`src/rtl/lsu_ctrl_if.sv`:
```
// Pipeline-side and memory-side signals of the load/store controller.
// Handshake: a request is accepted on a rising edge where req_valid=1 and
// stall=0. While stall=1 the pipeline must hold req_* steady; the request is
// then accepted on the first edge with stall=0. resp_valid and misalign are
// single-cycle pulses with no back-pressure.
interface lsu_ctrl_if;
  logic        req_valid;
  logic [2:0]  req_op;
  logic [31:0] req_addr;
  logic [31:0] req_wdata;
  logic        stall;
  logic        resp_valid;
  logic [31:0] resp_rdata;
  logic        misalign;
  logic [31:0] badaddr;
  logic [31:0] mem_addr;
  logic        mem_read_en;
  logic        mem_write_en;
  logic [31:0] mem_write_data;
  logic [31:0] mem_result;

  modport slave (
    input  req_valid, req_op, req_addr, req_wdata, mem_result,
    output stall, resp_valid, resp_rdata, misalign, badaddr,
           mem_addr, mem_read_en, mem_write_en, mem_write_data
  );

  modport master (
    output req_valid, req_op, req_addr, req_wdata, mem_result,
    input  stall, resp_valid, resp_rdata, misalign, badaddr,
           mem_addr, mem_read_en, mem_write_en, mem_write_data
  );
endinterface

```
`src/rtl/lsu_ctrl.sv`:
```
// Load/store controller: byte/halfword/word accesses to a word-wide memory.
// Sub-word stores become a read-modify-write (IDLE read, MERGE write).
module lsu_ctrl (
  input  logic      clk,
  input  logic      rst,
  lsu_ctrl_if.slave bus,
  output logic      dbg_state
);

  typedef enum logic {S_IDLE = 1'b0, S_MERGE = 1'b1} state_t;

  localparam logic [2:0] OP_LW  = 3'b000;
  localparam logic [2:0] OP_LH  = 3'b001;
  localparam logic [2:0] OP_LHU = 3'b010;
  localparam logic [2:0] OP_LB  = 3'b011;
  localparam logic [2:0] OP_LBU = 3'b100;
  localparam logic [2:0] OP_SW  = 3'b101;
  localparam logic [2:0] OP_SH  = 3'b110;
  localparam logic [2:0] OP_SB  = 3'b111;

  state_t      state_q, state_d;
  logic        resp_valid_q, resp_valid_d;
  logic [31:0] resp_rdata_q, resp_rdata_d;
  logic        misalign_q, misalign_d;
  logic [31:0] badaddr_q, badaddr_d;
  logic [31:0] maddr_q, maddr_d;
  logic [31:0] word_q, word_d;
  logic [1:0]  lane_q, lane_d;
  logic [15:0] sdata_q, sdata_d;
  logic        sbyte_q, sbyte_d;

  logic [31:0] word_addr;
  logic [1:0]  lane;
  logic        aligned;
  logic [7:0]  byte_sel;
  logic [15:0] half_sel;
  logic [31:0] load_ext;
  logic [31:0] merged;

  assign word_addr = {bus.req_addr[31:2], 2'b00};
  assign lane      = bus.req_addr[1:0];
  assign dbg_state = (state_q == S_MERGE);

  // Alignment check and lane extraction/extension of the memory word
  always_comb begin
    aligned  = 1'b1;
    byte_sel = 8'h00;
    half_sel = 16'h0000;
    load_ext = 32'h0;
    case (bus.req_op)
      OP_LW, OP_SW:         aligned = (lane == 2'b00);
      OP_LH, OP_LHU, OP_SH: aligned = (lane[0] == 1'b0);
      default:              aligned = 1'b1;
    endcase
    case (lane)
      2'd0:    byte_sel = bus.mem_result[7:0];
      2'd1:    byte_sel = bus.mem_result[15:8];
      2'd2:    byte_sel = bus.mem_result[23:16];
      default: byte_sel = bus.mem_result[31:24];
    endcase
    half_sel = lane[1] ? bus.mem_result[31:16] : bus.mem_result[15:0];
    case (bus.req_op)
      OP_LH:   load_ext = {{16{half_sel[15]}}, half_sel};
      OP_LHU:  load_ext = {16'h0, half_sel};
      OP_LB:   load_ext = {{24{byte_sel[7]}}, byte_sel};
      OP_LBU:  load_ext = {24'h0, byte_sel};
      default: load_ext = bus.mem_result;
    endcase
  end

  // Registered word with only the target lane replaced by the store data
  always_comb begin
    merged = word_q;
    if (sbyte_q) begin
      case (lane_q)
        2'd0:    merged[7:0]   = sdata_q[7:0];
        2'd1:    merged[15:8]  = sdata_q[7:0];
        2'd2:    merged[23:16] = sdata_q[7:0];
        default: merged[31:24] = sdata_q[7:0];
      endcase
    end else if (lane_q[1]) begin
      merged[31:16] = sdata_q;
    end else begin
      merged[15:0] = sdata_q;
    end
  end

  // Next-state and memory-side outputs; everything forced low while in reset
  always_comb begin
    state_d            = state_q;
    resp_valid_d       = 1'b0;
    resp_rdata_d       = resp_rdata_q;
    misalign_d         = 1'b0;
    badaddr_d          = badaddr_q;
    maddr_d            = maddr_q;
    word_d             = word_q;
    lane_d             = lane_q;
    sdata_d            = sdata_q;
    sbyte_d            = sbyte_q;
    bus.stall          = 1'b0;
    bus.mem_read_en    = 1'b0;
    bus.mem_write_en   = 1'b0;
    bus.mem_addr       = 32'h0;
    bus.mem_write_data = 32'h0;
    case (state_q)
      S_IDLE: begin
        if (bus.req_valid) begin
          if (!aligned) begin
            misalign_d = 1'b1;
            badaddr_d  = bus.req_addr;
          end else begin
            bus.mem_addr = word_addr;
            case (bus.req_op)
              OP_SW: begin
                bus.mem_write_en   = 1'b1;
                bus.mem_write_data = bus.req_wdata;
              end
              OP_SH, OP_SB: begin
                bus.mem_read_en = 1'b1;
                maddr_d         = word_addr;
                word_d          = bus.mem_result;
                lane_d          = lane;
                sdata_d         = bus.req_wdata[15:0];
                sbyte_d         = (bus.req_op == OP_SB);
                state_d         = S_MERGE;
              end
              default: begin
                bus.mem_read_en = 1'b1;
                resp_valid_d    = 1'b1;
                resp_rdata_d    = load_ext;
              end
            endcase
          end
        end
      end
      default: begin
        bus.stall          = 1'b1;
        bus.mem_write_en   = 1'b1;
        bus.mem_addr       = maddr_q;
        bus.mem_write_data = merged;
        state_d            = S_IDLE;
      end
    endcase
    if (!rst) begin
      bus.stall          = 1'b0;
      bus.mem_read_en    = 1'b0;
      bus.mem_write_en   = 1'b0;
      bus.mem_addr       = 32'h0;
      bus.mem_write_data = 32'h0;
    end
  end

  // State and output registers
  always_ff @(posedge clk or negedge rst) begin
    if (!rst) begin
      state_q      <= S_IDLE;
      resp_valid_q <= 1'b0;
      resp_rdata_q <= 32'h0;
      misalign_q   <= 1'b0;
      badaddr_q    <= 32'h0;
      maddr_q      <= 32'h0;
      word_q       <= 32'h0;
      lane_q       <= 2'b00;
      sdata_q      <= 16'h0;
      sbyte_q      <= 1'b0;
    end else begin
      state_q      <= state_d;
      resp_valid_q <= resp_valid_d;
      resp_rdata_q <= resp_rdata_d;
      misalign_q   <= misalign_d;
      badaddr_q    <= badaddr_d;
      maddr_q      <= maddr_d;
      word_q       <= word_d;
      lane_q       <= lane_d;
      sdata_q      <= sdata_d;
      sbyte_q      <= sbyte_d;
    end
  end

  assign bus.resp_valid = resp_valid_q;
  assign bus.resp_rdata = resp_rdata_q;
  assign bus.misalign   = misalign_q;
  assign bus.badaddr    = badaddr_q;

endmodule

```
`src/flat_wrapper.sv`:
```
// flat-port wrapper written by rule: the top's interface ports become plain ports
module lsu_ctrl_flat 
  (clk, rst, dbg_state, bus_req_valid, bus_req_op, bus_req_addr, bus_req_wdata, bus_mem_result, bus_stall, bus_resp_valid, bus_resp_rdata, bus_misalign, bus_badaddr, bus_mem_addr, bus_mem_read_en, bus_mem_write_en, bus_mem_write_data);
  lsu_ctrl_if bus_i ();
  input  logic clk;
  input  logic rst;
  output logic dbg_state;
  input wire logic [$bits(bus_i.req_valid)-1:0] bus_req_valid;
  input wire logic [$bits(bus_i.req_op)-1:0] bus_req_op;
  input wire logic [$bits(bus_i.req_addr)-1:0] bus_req_addr;
  input wire logic [$bits(bus_i.req_wdata)-1:0] bus_req_wdata;
  input wire logic [$bits(bus_i.mem_result)-1:0] bus_mem_result;
  output wire logic [$bits(bus_i.stall)-1:0] bus_stall;
  output wire logic [$bits(bus_i.resp_valid)-1:0] bus_resp_valid;
  output wire logic [$bits(bus_i.resp_rdata)-1:0] bus_resp_rdata;
  output wire logic [$bits(bus_i.misalign)-1:0] bus_misalign;
  output wire logic [$bits(bus_i.badaddr)-1:0] bus_badaddr;
  output wire logic [$bits(bus_i.mem_addr)-1:0] bus_mem_addr;
  output wire logic [$bits(bus_i.mem_read_en)-1:0] bus_mem_read_en;
  output wire logic [$bits(bus_i.mem_write_en)-1:0] bus_mem_write_en;
  output wire logic [$bits(bus_i.mem_write_data)-1:0] bus_mem_write_data;
  assign bus_i.req_valid = bus_req_valid;
  assign bus_i.req_op = bus_req_op;
  assign bus_i.req_addr = bus_req_addr;
  assign bus_i.req_wdata = bus_req_wdata;
  assign bus_i.mem_result = bus_mem_result;
  assign bus_stall = bus_i.stall;
  assign bus_resp_valid = bus_i.resp_valid;
  assign bus_resp_rdata = bus_i.resp_rdata;
  assign bus_misalign = bus_i.misalign;
  assign bus_badaddr = bus_i.badaddr;
  assign bus_mem_addr = bus_i.mem_addr;
  assign bus_mem_read_en = bus_i.mem_read_en;
  assign bus_mem_write_en = bus_i.mem_write_en;
  assign bus_mem_write_data = bus_i.mem_write_data;
  lsu_ctrl u_core (.clk(clk), .rst(rst), .bus(bus_i), .dbg_state(dbg_state));
endmodule
```
`config.mk`:
```
export PLATFORM = sky130hd
export DESIGN_NAME = lsu_ctrl_flat
export DESIGN_NICKNAME = d
export VERILOG_FILES = /design/src/rtl/lsu_ctrl_if.sv /design/src/rtl/lsu_ctrl.sv /design/src/flat_wrapper.sv
export SDC_FILE = /design/constraint.sdc
export NUM_CORES = 1
export LEC_CHECK = 0
export BUFFER_PORTS_ARGS = -buffer_cell sky130_fd_sc_hd__buf_2
export CORE_AREA = 2 2 150 182
export CTS_CLUSTER_DIAMETER = 40
export DETAILED_ROUTE_END_ITERATION = 16
export DIE_AREA = 0 0 152 184
export SYNTH_ARGS = -nofsm -noshare
export SYNTH_HDL_FRONTEND = slang
export SYNTH_SLANG_ARGS = --single-unit
```
`constraint.sdc`:
```
create_clock -name clk -period 1.9 [get_ports clk]
set_input_delay 0.095 -clock clk [delete_from_list [all_inputs] [get_ports clk]]
set_output_delay 0.095 -clock clk [all_outputs]
set_load 0.02 [all_outputs]
```
==> results of run 1 <==
## worst max-delay path: cells and delay by family, from the launching register on
| family | cells | cell delay [ns] |
|---|---|---|
| compound gates | 1 | 0.18 |
| buf+inv | 2 | 0.28 |
| flops | 1 | 0.41 |
| simple gates | 3 | 0.57 |
## state kept, by name, indices dropped and copies added (netlist names)
name and flops:
u_core.bus.badaddr 32, u_core.bus.misalign 1, u_core.bus.resp_rdata 32, u_core.bus.resp_valid 1, u_core.dbg_state 1, u_core.lane_q 2, u_core.maddr_q 30, u_core.sbyte_q 1
u_core.sdata_q 16, u_core.word_q 32
## cells by family (layout without fill, tap and decap cells)
group / after synthesis / in the layout / synth area share
AO/OA/AOI/OAI: 198 / 198 / 0.175
flip-flops: 148 / 148 / 0.476
multiplexers: 137 / 137 / 0.220
AND/OR/NAND/NOR: 126 / 126 / 0.0778
buffers and inverters: 78 / 400 / 0.0495
other: 1 / 4 / 0.000482
XOR/XNOR: 1 / 1 / 0.00113
## cells in the final DEF (no fill, tap or decap), types with 10 or more instances in the layout
cell type / count
buf_4: 48
clkbuf_16: 17
inv_1: 15
nor2b_1: 12
a31oi_1: 10
buf_2: 180
a22o_1: 35
nor2_1: 48
mux2i_1: 10
mux2_2: 77
a21oi_1: 58
nand2b_1: 25
o211ai_1: 14
mux2_4: 27
dlygate4sd3_1: 71
buf_6: 41
o21ai_0: 12
dfrtp_1: 145
nand2_1: 28
## cell usage after synthesis, types with 2 or more instances
master and count:
nor2_1 48, a22oi_1 5, a22o_1 35, mux2_4 27, buf_2 8, a31oi_1 10, clkbuf_1 31, nor2b_1 12
a21oi_1 64, and2_1 4, o21ai_0 12, dfrtp_1 148, mux2i_1 18, inv_1 16, buf_6 5, a21oi_2 2
or2_1 2, a21o_1 5, o211ai_1 14, a211oi_1 16, buf_1 4, nand2_1 29, mux2_1 7, mux2_2 77
o22ai_1 7, buf_4 12, nand2b_1 26, o32a_1 8, mux4_2 8, o221ai_1 11
## worst max path at each step
stage                           startpoint                endpoint  slack, ns  cells after the start
after floorplan           u_core.lane_q[1]  bus_mem_write_data[16]       0.09                      4
after global placement       bus_req_op[1]      u_core.maddr_q[20]       0.11                      7
after detailed placement     bus_req_op[1]       u_core.word_q[28]       0.06                      7
after CTS                 u_core.dbg_state        bus_mem_addr[23]      -0.08                      6
after global routing      u_core.dbg_state        bus_mem_addr[18]      -0.11                      6
final                     u_core.dbg_state        bus_mem_addr[17]      -0.06                      6
## final cells by class
| type | instances | share of cell area |
|---|---|---|
| Timing Repair Buffer | 350 | 0.233 |
| Antenna cell | 2 | 0.000441 |
| Clock buffer | 18 | 0.0378 |
| Multi-Input combinational cell | 464 | 0.346 |
| Tap cell | 335 | 0.0370 |
| Inverter | 18 | 0.00607 |
| Clock inverter | 14 | 0.0135 |
| Sequential cell | 148 | 0.327 |
## layer usage
layer / GRT usage / wire length [um] / vias to the layer above
met1: 0.219 / 10500 / 3389
met2: 0.313 / 13100 / 217
met4: 0.0789 / 855 / 0
met5: 0 / 0 / -
met3: 0.0297 / 1070 / 42
li1: - / - / 3145
## per-stage QoR
step | hold slack [ns] | setup WS [ns] | power, mW
6_report | 0.0157 | -0.0556 | 11.2
5_1_grt | 0.00435 | -0.110 | 11.8
2_1_floorplan | -0.201 | 0.0929 | 6.21
3_3_place_gp | -0.0946 | 0.108 | 7.34
3_5_place_dp | -0.0943 | 0.0616 | 7.40
4_1_cts | 0.000654 | -0.0762 | 11.2
## power by group through the flow
stage	Sequential, mW	Combinational, mW	Clock, mW
2_1_floorplan	4.68	1.52	0
3_3_place_gp	4.43	2.90	0
3_5_place_dp	4.45	2.95	0
4_1_cts	4.43	3.27	3.48
5_1_grt	4.55	3.61	3.60
6_report	4.47	3.35	3.38
## what timing repair did
action,CTS,global route
gates cloned,2,0
hold buffers,70,1
setup buffers,3,0
endpoints found under the hold margin,247,1
setup endpoints to repair,62,63
pin swaps,25,25
gates resized for setup,105,39
==> out/qor.yml, run 1 <==
status: "complete, but fails checks"
violations: "negative setup slack"
row_count: 65
yosys.area.top_type: "dfrtp_1"
die_w_um: 152
period_needed_ns: 1.96
power_density_nw_per_um2: 988
fill_cells: 2409
crit_required_ns: 1.80
setup_viol: 38
cp_slowest_cell: "dfrtp_2"
first_pass_iters: 5
timing.final.crit_share: 1.03
finish.instance_area_um2: 11300
worstRegToRegCells: 6
ys_seq_elements: 148
drc: 0
setup-tns-final_ns: -0.886
clkPwrFrac: 0.302
wl_per_cell_um: 18.9
critPathKind: "reg2out"
final_core_utilization: 0.434
cp_data_arrival_time_ns: 1.86
finalNetCount: 1101
clock_sinks: 148
dp_hpwl_um: 18600
rsz0062_at_grt: "true"
async_reset_ff_frac: 1.00
yosys_warnings: 0
cts_tree: "yes"
routed_via_density: 5.04
p_int_mw: 7.49
p_comb_frac: 0.299
drive_gt1_frac: 0.463
seqCellArea_um2: 3710
p_seq_frac: 0.399
setup_slack_ns: -0.0556
synth_top_cells_by_area: "dfrtp_1, mux2_2, mux2_4"
initial_core_util: 0.298
p_sw_frac: 0.332
gp_congestion: 0.860
ant_nets: 0
totalWireLength_um: 25500
placed_area_um2: 9480
clk_latency_ns: 0.43
crit_chain: "nand2b_4, and2b_2, and2_4, buf_12, a22o_1, buf_6"
yosysUniqueCellTypes: 48
synthFlopType: "dfrtp_1"
synth_edf_count: 0
core-area_um2: 26100
clk_path_buf_depth: 2
path_clk_slew_ns: 0.06
drv_cap: 0
reg2reg_from: "u_core.dbg_state"
worst_pin_slew_ns: 0.801
peakVddDrop_uv: 597
max_stage_delay_ns: 0.41
ys_seq_area_frac: 0.476
fin_skew_ns: 0.00757
syn_area_um2: 7780
worst_r2r_endpoint: "u_core.word_q[0]"
grt_pass1_wl_um: 38900
slew_headroom: 0.466
areaGrowthSynthToFinish_pct: 45.8
vias: 6793
worstHoldEndpoint: "u_core.word_q[19]"
p_sw_mw: 3.72
syn_inst: 689
hold_depth: 2
die_y_um: 184
cp-start-kind: "flop"
root_buffer: "clkbuf_16"
antenna_found_initial: 2
multi_input_area_um2: 3920
htree_levels: 4
grt_overflow: 0
drv_slew: 0
dp_cells: 1240
end_kind: "primary output"
min_path_type: "in2reg"
layout.cells.non_filler: 1349
synth_top_cell_area_share: 0.476
io_pins: 236
drt-initial-drc-count: 495
syn_area_per_cell_um2: 11.3
rrSetupSlack_ns: 0.22
grt_pass1_vias: 6776
hp-start: "bus_mem_result[19]"
leakagePower_nw: 5.23
cts-buffers-inserted: 17
cp_max_fo: 16
portBuffers: 233
fmax_mhz: 511
die_area_um2: 28000
finalHoldViolCount: 0
track_usage: 0.179
grt_start_max_net_pins: 63
Note: power is estimated with default switching activity, not from simulation.
==> run 2, diff against run 1 <==
--- a/config.mk
+++ b/config.mk
@@ -5,11 +5,12 @@
 export SDC_FILE = /design/constraint.sdc
 export NUM_CORES = 1
 export LEC_CHECK = 0
+export ABC_AREA = 1
 export BUFFER_PORTS_ARGS = -buffer_cell sky130_fd_sc_hd__buf_2
-export CORE_AREA = 2 2 150 182
-export CTS_CLUSTER_DIAMETER = 40
+export CORE_AREA = 2 2 159 192
 export DETAILED_ROUTE_END_ITERATION = 16
-export DIE_AREA = 0 0 152 184
+export DIE_AREA = 0 0 161 194
+export PLACE_DENSITY = 0.55
 export SYNTH_ARGS = -nofsm -noshare
 export SYNTH_HDL_FRONTEND = slang
 export SYNTH_SLANG_ARGS = --single-unit
==> out/qor.yml, run 2 <==
crit_chain: "clkinv_4, buf_4, buf_4, nand2_1, nand3_1, nand3_1, nand2_1, o21ai_1, nor2_1, buf_4"
whs_ns: 0.00920
track_usage: 0.208
peakVddDrop_uv: 473
first_pass_iters: 5
ys_seq_elements: 148
synthFlopType: "dfrtp_1"
grt_overflow: 0
syn_inst: 1262
cts-buffers-inserted: 17
antenna_found_initial: 6
row_count: 69
syn_area_per_cell_um2: 6.92
cp_common_cell: "buf_4"
max_stage_delay_ns: 0.50
grt_pass1_vias: 9111
grt_pass1_wl_um: 51700
root_buffer: "clkbuf_16"
syn_area_um2: 8730
die_w_um: 161
yosys_warnings: 0
violations: "negative setup slack"
power_density_nw_per_um2: 948
worst_pin_slew_ns: 1.03
min_path_type: "in2reg"
drive_gt1_frac: 0.268
leakagePower_nw: 6.24
clk_latency_ns: 0.43
cp_max_fo: 7
yosysUniqueCellTypes: 30
die_y_um: 194
yosys.area.top_type: "dfrtp_1"
path_clk_slew_ns: 0.07
areaGrowthSynthToFinish_pct: 41.0
core-area_um2: 29400
slew_headroom: 0.313
final_cell_mix: "nand2_1, buf_2, dfrtp_1"
finalHoldViolCount: 0
place_ws_ns: 0.0754
crit_required_ns: 1.80
htree_levels: 4
fin_skew_ns: 0.0103
clk_path_buf_depth: 2
ys_seq_area_frac: 0.424
cp_slowest_cell: "dfrtp_2"
cp_data_arrival_time_ns: 1.95
layout.cells.non_filler: 1958
drt-initial-drc-count: 591
fmax_mhz: 488
synth_common_cells: "nand2_1, o21ai_0, nand3_1, dfrtp_1, nor2_1"
drv_cap: 0
setup_slack_ns: -0.149
dp_cells: 1834
dp_hpwl_um: 22300
timing.final.crit_share: 1.08
synth_top_cells_by_area: "dfrtp_1, nand2_1, o21ai_0"
setup_viol: 32
grt_start_max_net_pins: 78
fill_cells: 3079
rsz0062_at_grt: "true"
period_needed_ns: 2.05
final_common_cell: "nand2_1"
die_area_um2: 31200
status: "complete, but fails checks"
portBuffers: 233
wl_per_cell_um: 16.8
cts_tree: "yes"
critPathKind: "reg2out"
totalWireLength_um: 32900
routed_via_density: 4.86
finalNetCount: 1654
io_pins: 236
drc: 0
drv_slew: 0
synth_edf_count: 0
initial_core_util: 0.297
async_reset_ff_frac: 1.00
vias: 9507
clock_sinks: 148
synth_most_common_cell: "nand2_1"
gp_congestion: 0.874
ant_nets: 0
end_kind: "primary output"
cp-start-kind: "flop"
synth_top_cell_area_share: 0.424
run 2: cell count changes after synthesis, moves of 27 or more:
cell     previous run  this run
nand2_1            29       466
a22o_1             35         0
mux2_2             77         0
mux2_4             27         0
nand3_1             1       150
a21oi_1            64        10
inv_1              16        65
o21ai_0            12       156
nor2_1             48        75
run 2: where the power goes:
part,internal (mW),switching [mW]
Combinational,1.52,2.44
Clock,1.98,1.45
Sequential,3.80,0.490
run 2: metal layers:
layer,part of all wire,vias to the layer above,global-route usage,routed length [um]
met5,0.00073,-,0,24
met3,0.064,62,0.0415,2120
met4,0.031,4,0.0794,1030
met2,0.48,342,0.336,15700
met1,0.43,4423,0.276,14000
li1,-,4676,-,-
run 2: area by class of cell:
type / instances / area, um^2 / area share
well taps: 390 / 488 / 0.0397
flip-flops and latches: 148 / 3710 / 0.301
multi-input cells: 952 / 4580 / 0.372
clock inverters: 14 / 150 / 0.0122
diodes: 3 / 7.51 / 0.000610
inverters: 70 / 268 / 0.0218
repair buffers: 363 / 2670 / 0.217
clock buffers: 18 / 439 / 0.0357
run 2: final timing paths:
check | startpoint | endpoint | slack (ns) | depth (start not counted)
max in group asynchronous | rst | u_core.dbg_state | 0.46 | 3
min in group asynchronous | rst | u_core.sbyte_q | 0.04 | 3
setup reg to reg | u_core.dbg_state | u_core.bus.badaddr[12] | 0.19 | 7
hold / removal | bus_mem_result[6] | u_core.word_q[6] | 0.009 | 3
hold reg to reg | u_core.bus.resp_rdata[13] | u_core.bus.resp_rdata[13] | 0.48 | 2
setup / recovery | u_core.lane_q[1] | bus_mem_write_data[26] | -0.15 | 10
run 2: worst max-delay path: cells and delay by family, from the launching register on:
family	cells	cell delay, ns
buffers and inverters	4	0.59
AND/OR/NAND/NOR	5	0.34
flip-flops	1	0.50
AO/OA/AOI/OAI	1	0.09
run 2: cell families after synthesis:
logic type | synth area share
simple gates | 0.343
compound gates | 0.148
buf+inv | 0.0848
flops | 0.424
other cells | 0.000430
run 2: through the flow:
stage          cell area [um^2]  TNS, ns  power (mW)  utilization
6_report                  12300    -3.24        11.7        0.419
5_1_grt                   12300    -7.13        12.3        0.419
4_1_cts                   12100    -3.29        11.6        0.414
3_5_place_dp              10400        0        7.67        0.354
3_3_place_gp              10400        0        7.62        0.354
2_1_floorplan              8730        0        6.32            -
run 2: what timing repair did:
action,in CTS,in global routing
hold buffers,74,0
cloned,2,1
endpoints found under the hold margin,136,0
setup buffers,10,4
setup endpoints to repair,63,52
pin swaps,17,21
gates resized for setup,104,39
